## src/rtl/seg_scan.sv

```systemverilog
// Binary-to-BCD feeder for a multiplexed 7-segment display: a shift-add-3 converter plus a digit scan engine.
// Optional leading-zero blanking is compiled in with `define SEG_SCAN_LZB_EN.
module seg_scan #(
  parameter int NUM_DIG  = 4,
  parameter int BIN_W    = 14,
  parameter int SCAN_DIV = 50000
) (
  input  logic               clk,
  input  logic               rst,
  input  logic [BIN_W-1:0]   value,
  input  logic               value_vld,
  output logic               busy,
  output logic [3:0]         d,
  output logic               digit_en,
  output logic [NUM_DIG-1:0] dig_sel_n,
  output logic               ovf
);
  localparam int CNT_W = $clog2(BIN_W + 1);
  localparam int PRE_W = $clog2(SCAN_DIV);
  localparam int IDX_W = (NUM_DIG > 1) ? $clog2(NUM_DIG) : 1;

  function automatic longint max_val();
    longint m = 1;
    for (int i = 0; i < NUM_DIG; i++) m = m * 10;
    return m - 1;
  endfunction
  localparam logic [63:0] MAXV = 64'(max_val());

  typedef enum logic [1:0] {IDLE, SHIFT, DONE} state_t;
  state_t state_q, state_d;

  logic [BIN_W-1:0]            bin_q, pend_val_q, src, ld_val;
  logic [NUM_DIG-1:0][3:0]     bcd_q, bcd_adj, disp_q;
  logic [CNT_W-1:0]            cnt_q;
  logic                        ovfn_q, ovf_q, pend_vld_q, ld_ovf, start;
  logic [PRE_W-1:0]            pre_q, pre_d;
  logic [IDX_W-1:0]            idx_q, idx_d;
  logic [3:0]                  d_q;
  logic [NUM_DIG-1:0]          sel_q;
  logic                        en_q, en_d;

  // ---------------- conversion FSM ----------------
  always_ff @(posedge clk) begin
    if (rst) state_q <= IDLE;
    else     state_q <= state_d;
  end

  always_comb begin
    state_d = state_q;
    case (state_q)
      IDLE:    if (value_vld) state_d = SHIFT;
      SHIFT:   if (cnt_q == CNT_W'(1)) state_d = DONE;
      DONE:    state_d = (value_vld || pend_vld_q) ? SHIFT : IDLE;
      default: state_d = IDLE;
    endcase
  end

  always_comb begin
    busy      = (state_q != IDLE);
    d         = d_q;
    digit_en  = en_q;
    dig_sel_n = sel_q;
    ovf       = ovf_q;
  end

  // A strobe landing in DONE beats the older pending value.
  always_comb begin
    start  = (state_q == IDLE && value_vld) || (state_q == DONE && (value_vld || pend_vld_q));
    src    = (state_q == DONE && !value_vld) ? pend_val_q : value;
    ld_ovf = 64'(src) > MAXV;
    ld_val = ld_ovf ? BIN_W'(MAXV) : src;
  end

  always_comb begin
    bcd_adj = bcd_q;
    for (int i = 0; i < NUM_DIG; i++)
      if (bcd_q[i] >= 4'd5) bcd_adj[i] = bcd_q[i] + 4'd3;
  end

  always_ff @(posedge clk) begin
    if (rst) begin
      bin_q <= '0; bcd_q <= '0; cnt_q <= '0; ovfn_q <= 1'b0;
      pend_vld_q <= 1'b0; pend_val_q <= '0; disp_q <= '0; ovf_q <= 1'b0;
    end else begin
      if (start) begin
        bin_q  <= ld_val;
        bcd_q  <= '0;
        cnt_q  <= CNT_W'(BIN_W);
        ovfn_q <= ld_ovf;
      end else if (state_q == SHIFT) begin
        {bcd_q, bin_q} <= {bcd_adj, bin_q} << 1;
        cnt_q          <= cnt_q - CNT_W'(1);
      end
      if (state_q == DONE) begin
        disp_q     <= bcd_q;
        ovf_q      <= ovfn_q;
        pend_vld_q <= 1'b0;
      end else if (state_q == SHIFT && value_vld) begin
        pend_vld_q <= 1'b1;
        pend_val_q <= value;
      end
    end
  end

  // ---------------- digit scan ----------------
  always_comb begin
    pre_d = pre_q + PRE_W'(1);
    idx_d = idx_q;
    if (pre_q == PRE_W'(SCAN_DIV - 1)) begin
      pre_d = '0;
      idx_d = (idx_q == IDX_W'(NUM_DIG - 1)) ? '0 : idx_q + IDX_W'(1);
    end
  end

`ifdef SEG_SCAN_LZB_EN
  logic lead;
  // Blank a digit only when it and every more-significant digit are zero; digit 0 always shows.
  always_comb begin
    en_d = 1'b1;
    lead = 1'b1;
    for (int i = NUM_DIG - 1; i > 0; i--) begin
      lead = lead && (disp_q[i] == 4'd0);
      if (IDX_W'(i) == idx_d && lead) en_d = 1'b0;
    end
  end
`else
  assign en_d = 1'b1;
`endif

  always_ff @(posedge clk) begin
    if (rst) begin
      pre_q <= '0; idx_q <= '0; d_q <= '0;
      sel_q <= ~NUM_DIG'(1);
      en_q  <= 1'b0;
    end else begin
      pre_q <= pre_d;
      idx_q <= idx_d;
      d_q   <= disp_q[idx_d];
      sel_q <= ~(NUM_DIG'(1) << idx_d);
      en_q  <= en_d;
    end
  end
endmodule

```

## config.mk

```make
export PLATFORM = sky130hd
export DESIGN_NAME = seg_scan
export DESIGN_NICKNAME = d
export VERILOG_FILES = /design/src/rtl/seg_scan.sv
export SDC_FILE = /design/constraint.sdc
export NUM_CORES = 1
export LEC_CHECK = 0
export ABC_AREA = 0
export CORE_MARGIN = 4
export CORE_UTILIZATION = 60
export CTS_CLUSTER_SIZE = 25
export DETAILED_ROUTE_END_ITERATION = 6
export PLACE_DENSITY = 0.84
export SKIP_CTS_REPAIR_TIMING = 1
export SLEW_MARGIN = 0
export SYNTH_ARGS = -nofsm -noshare
export SYNTH_HDL_FRONTEND = slang
export SYNTH_SLANG_ARGS = --single-unit
```

## constraint.sdc

```tcl
create_clock -name clk -period 4.16 [get_ports clk]
set_clock_uncertainty 0.15 [all_clocks]
set_input_delay 0.832 -clock clk [delete_from_list [all_inputs] [get_ports clk]]
set_output_delay 0.832 -clock clk [all_outputs]
set_load 0.01 [all_outputs]
```

==> impl_metrics.py <==
metrics = {
    "timing": {
        "finalCritPeriodShare_pct": 69.0,
        "rsz0062_at_grt": "no",
        "drv_slew": 0,
        "finalSetupViolations": 0,
        "post-route-min-period_ns": 2.87,
        "max_freq_mhz": 348,
        "finalSetupTns_ns": 0,
        "slew_headroom_pct": 24.2,
        "finalHoldViolations": 0,
        "tightest_slew_ns": 1.14,
    },
    "die": {
        "initial_core_util_pct": 62.1,
        "ios": 28,
        "die_width_um": 92.3,
        "die_h_um": 92.3,
        "row_count": 30,
        "dieArea_sq_um": 8520,
        "coreArea_sq_um": 6870,
    },
    "route": {
        "drt-vias-per-instance": 5.66,
        "wirelength_um": 8860,
        "drt-pass1-iter-count": 5,
        "drtAntennaViolNets": 0,
        "vias": 3559,
        "wl_per_cell_um": 14.1,
        "drc_errors": 0,
        "initialDrtViolationCount": 214,
    },
    "min_path": {
        "worstHoldEndpoint": "disp_q[2]",
        "min_path_cells": 2,
        "hold_start": "disp_q[2]",
        "hp-class": "register to register",
    },
    "critical_path": {
        "start_kind": "input port",
        "worstReg2RegEnd": "d[0]",
        "crit_fanout": 11,
        "rrSetupSlack_ns": 1.94,
        "r2r_start": "pre_q[0]",
        "arrival_ns": 2.97,
        "crit_chain": "clkdlybuf4s50_1, a21oi_1, nor2_1, o2111ai_1, and2_4, and3_1",
        "worstSetupPathType": "input port to register",
        "max_stage_delay_ns": 0.70,
        "cp_slowest_cell": "clkdlybuf4s50_1",
        "rr_worst_depth": 6,
        "required_ns": 4.26,
        "critical_path.endpoint_type": "register",
    },
    "global_route": {
        "grt_usage_pct": 22.2,
        "grt_max_degree": 51,
        "overflow": 0,
        "grt_pass1_vias": 3412,
        "antenna_found_initial": 0,
        "grt_pass1_wl_um": 15500,
    },
    "finish": {
        "multi_input_area_sq_um": 2180,
        "fillers": 577,
        "fin_cells": 629,
        "diodes": 0,
        "final_cell_area_sq_um": 4780,
        "drive_above_1_share_pct": 6.00,
        "regArea_sq_um": 1920,
        "area_growth_syn_to_layout_pct": 12.0,
        "final_nets": 558,
    },
    "yosys": {
        "ys_ff_latch": 96,
        "synth_cell_types": 42,
        "yosys_warnings": 0,
        "syn_area_sq_um": 4270,
        "yosys-top-cells-count": "113 x nand2_1, 96 x dfxtp_1, 58 x a21oi_1",
        "synth_edf_count": 0,
        "synth_top_area_cell": "dfxtp_1",
        "synth.avg_cell_area_sq_um": 8.30,
        "seq_area_frac_synth_pct": 45.0,
        "ys.flop_type": "dfxtp_1",
        "async_flop_share_pct": 0,
        "ys_top_cells_by_area": "dfxtp_1 45%, nand2_1 9.9%, a21oi_1 6.8%",
        "synth_top_area_share_pct": 45.0,
        "yosysMostFrequentCell": "nand2_1",
        "syn_inst": 514,
        "syn_nets": 543,
    },
    "flow_run": {
        "drv_cap": 0,
    },
    "run_status": {
        "status": "finished, final reports clean",
    },
    "power": {
        "internal_power_mw": 1.34,
        "switchingPower_mw": 0.420,
        "seqPwrFrac_pct": 54.9,
        "p_leak_nw": 1.79,
        "p_comb_share_pct": 8.4,
        "peakVddDrop_uv": 275,
        "power_density_nw_per_um2": 369,
        "clockPowerShare_pct": 36.7,
        "p_sw_share_pct": 23.8,
    },
    "clocking": {
        "cts_buffers": 9,
        "cts_tree": "built",
        "cts-root-buf": "clkbuf_8",
        "cts_max_level": 3,
        "clkSinkCount": 96,
        "clkTransAtPathRegs_ns": 0.09,
        "insertion_delay_ns": 0.35,
        "clk_path_buf_depth": 2,
    },
    "placement": {
        "io_buffers": 27,
        "dp_cells": 614,
        "place_congestion": 0.867,
        "hpwl_um": 6180,
        "placed_area_sq_um": 4570,
    },
}
==> registers in the layout (all words and copies together) (netlist names) <==
| register | count |
|---|---|
| cnt_q | 4 |
| ovf | 1 |
| d | 4 |
| digit_en | 1 |
| pend_val_q | 14 |
| pend_vld_q | 1 |
| bin_q | 14 |
| dig_sel_n | 4 |
| idx_q | 2 |
| state_q | 2 |
| disp_q | 16 |
| pre_q | 16 |
| bcd_q | 16 |
| ovfn_q | 1 |
==> metal layers <==
layer	GRT usage, %	vias to the layer above	share of wire, %
met2	36.6	88	48
met4	6.81	0	1.3
met1	28.8	1693	46
met5	0	-	0
met3	5.44	12	4.6
li1	-	1766	-
==> power groups by stage <==
stage / Clock (mW) / Sequential (mW) / Combinational (mW)
6_report: 0.648 / 0.969 / 0.148
2_1_floorplan: 0 / 0.984 / 0.102
3_5_place_dp: 0 / 0.989 / 0.146
5_1_grt: 0.699 / 0.972 / 0.165
3_3_place_gp: 0 / 0.988 / 0.141
4_1_cts: 0.658 / 0.968 / 0.147
==> placed cells by master, fill, tap and decap left out, types with 4 or more instances in the layout <==
cell             instances
nand2b_1                 6
and2_1                   4
xor2_1                  11
inv_1                   13
clkdlybuf4s50_1         27
o22ai_1                  4
a21oi_1                 58
o21ai_0                 21
clkbuf_8                 9
nand3_1                 27
nor3_1                   7
buf_4                    4
nor2_1                  41
mux2i_1                 19
ha_1                    12
nand2_1                113
xnor2_1                 13
dfxtp_1                 96
and3_1                   8
a221oi_1                 5
==> critical path: cells and delay by family <==
| family | cells | cell delay, ns |
|---|---|---|
| compound gates | 2 | 0.44 |
| buf+inv | 1 | 0.70 |
| simple gates | 3 | 0.99 |
==> metrics by stage <==
step                      hold slack, ns  power (mW)  worst slack, ns  utilization (%)
after detailed placement           0.296        1.13            0.998             66.5
after CTS                          0.308        1.77             1.34             69.6
after global routing               0.328        1.84             1.16             69.6
after global placement             0.293        1.13             1.12             66.5
after floorplan                    0.279        1.09             1.80                -
final                              0.308        1.76             1.29             69.6
==> how the worst max path moves through the flow <==
stage,from,to,slack [ns],cells after the start
6_report,value_vld,bin_q[7],1.29,6
3_3_place_gp,value_vld,bin_q[7],1.12,6
5_1_grt,value_vld,bin_q[5],1.16,6
4_1_cts,value_vld,bin_q[5],1.34,6
3_5_place_dp,value_vld,bin_q[7],1.0,6
2_1_floorplan,value_vld,bin_q[0],1.80,5
==> cell type report <==
class	count	share of cell area, %
clock buffers	10	2.67
clock inverters	5	1.70
inverters	13	1.02
multi-input cells	378	45.6
flip-flops and latches	96	40.2
well taps	96	2.51
repair buffers	31	6.28
==> logic make-up (layout without fill, tap and decap cells) <==
kind of cell,Yosys count,count (layout),synth area share [%]
AOI/OAI and AO/OA,93,93,12.0
xor gates and xnor gates,24,24,4.93
adders and majority gates,12,12,3.52
buffers and inverters,40,59,3.96
DFF,96,96,45.0
muxes,23,23,5.86
and+or+nand+nor,226,226,24.7
No activity file was read; power rests on OpenSTA's default activity.
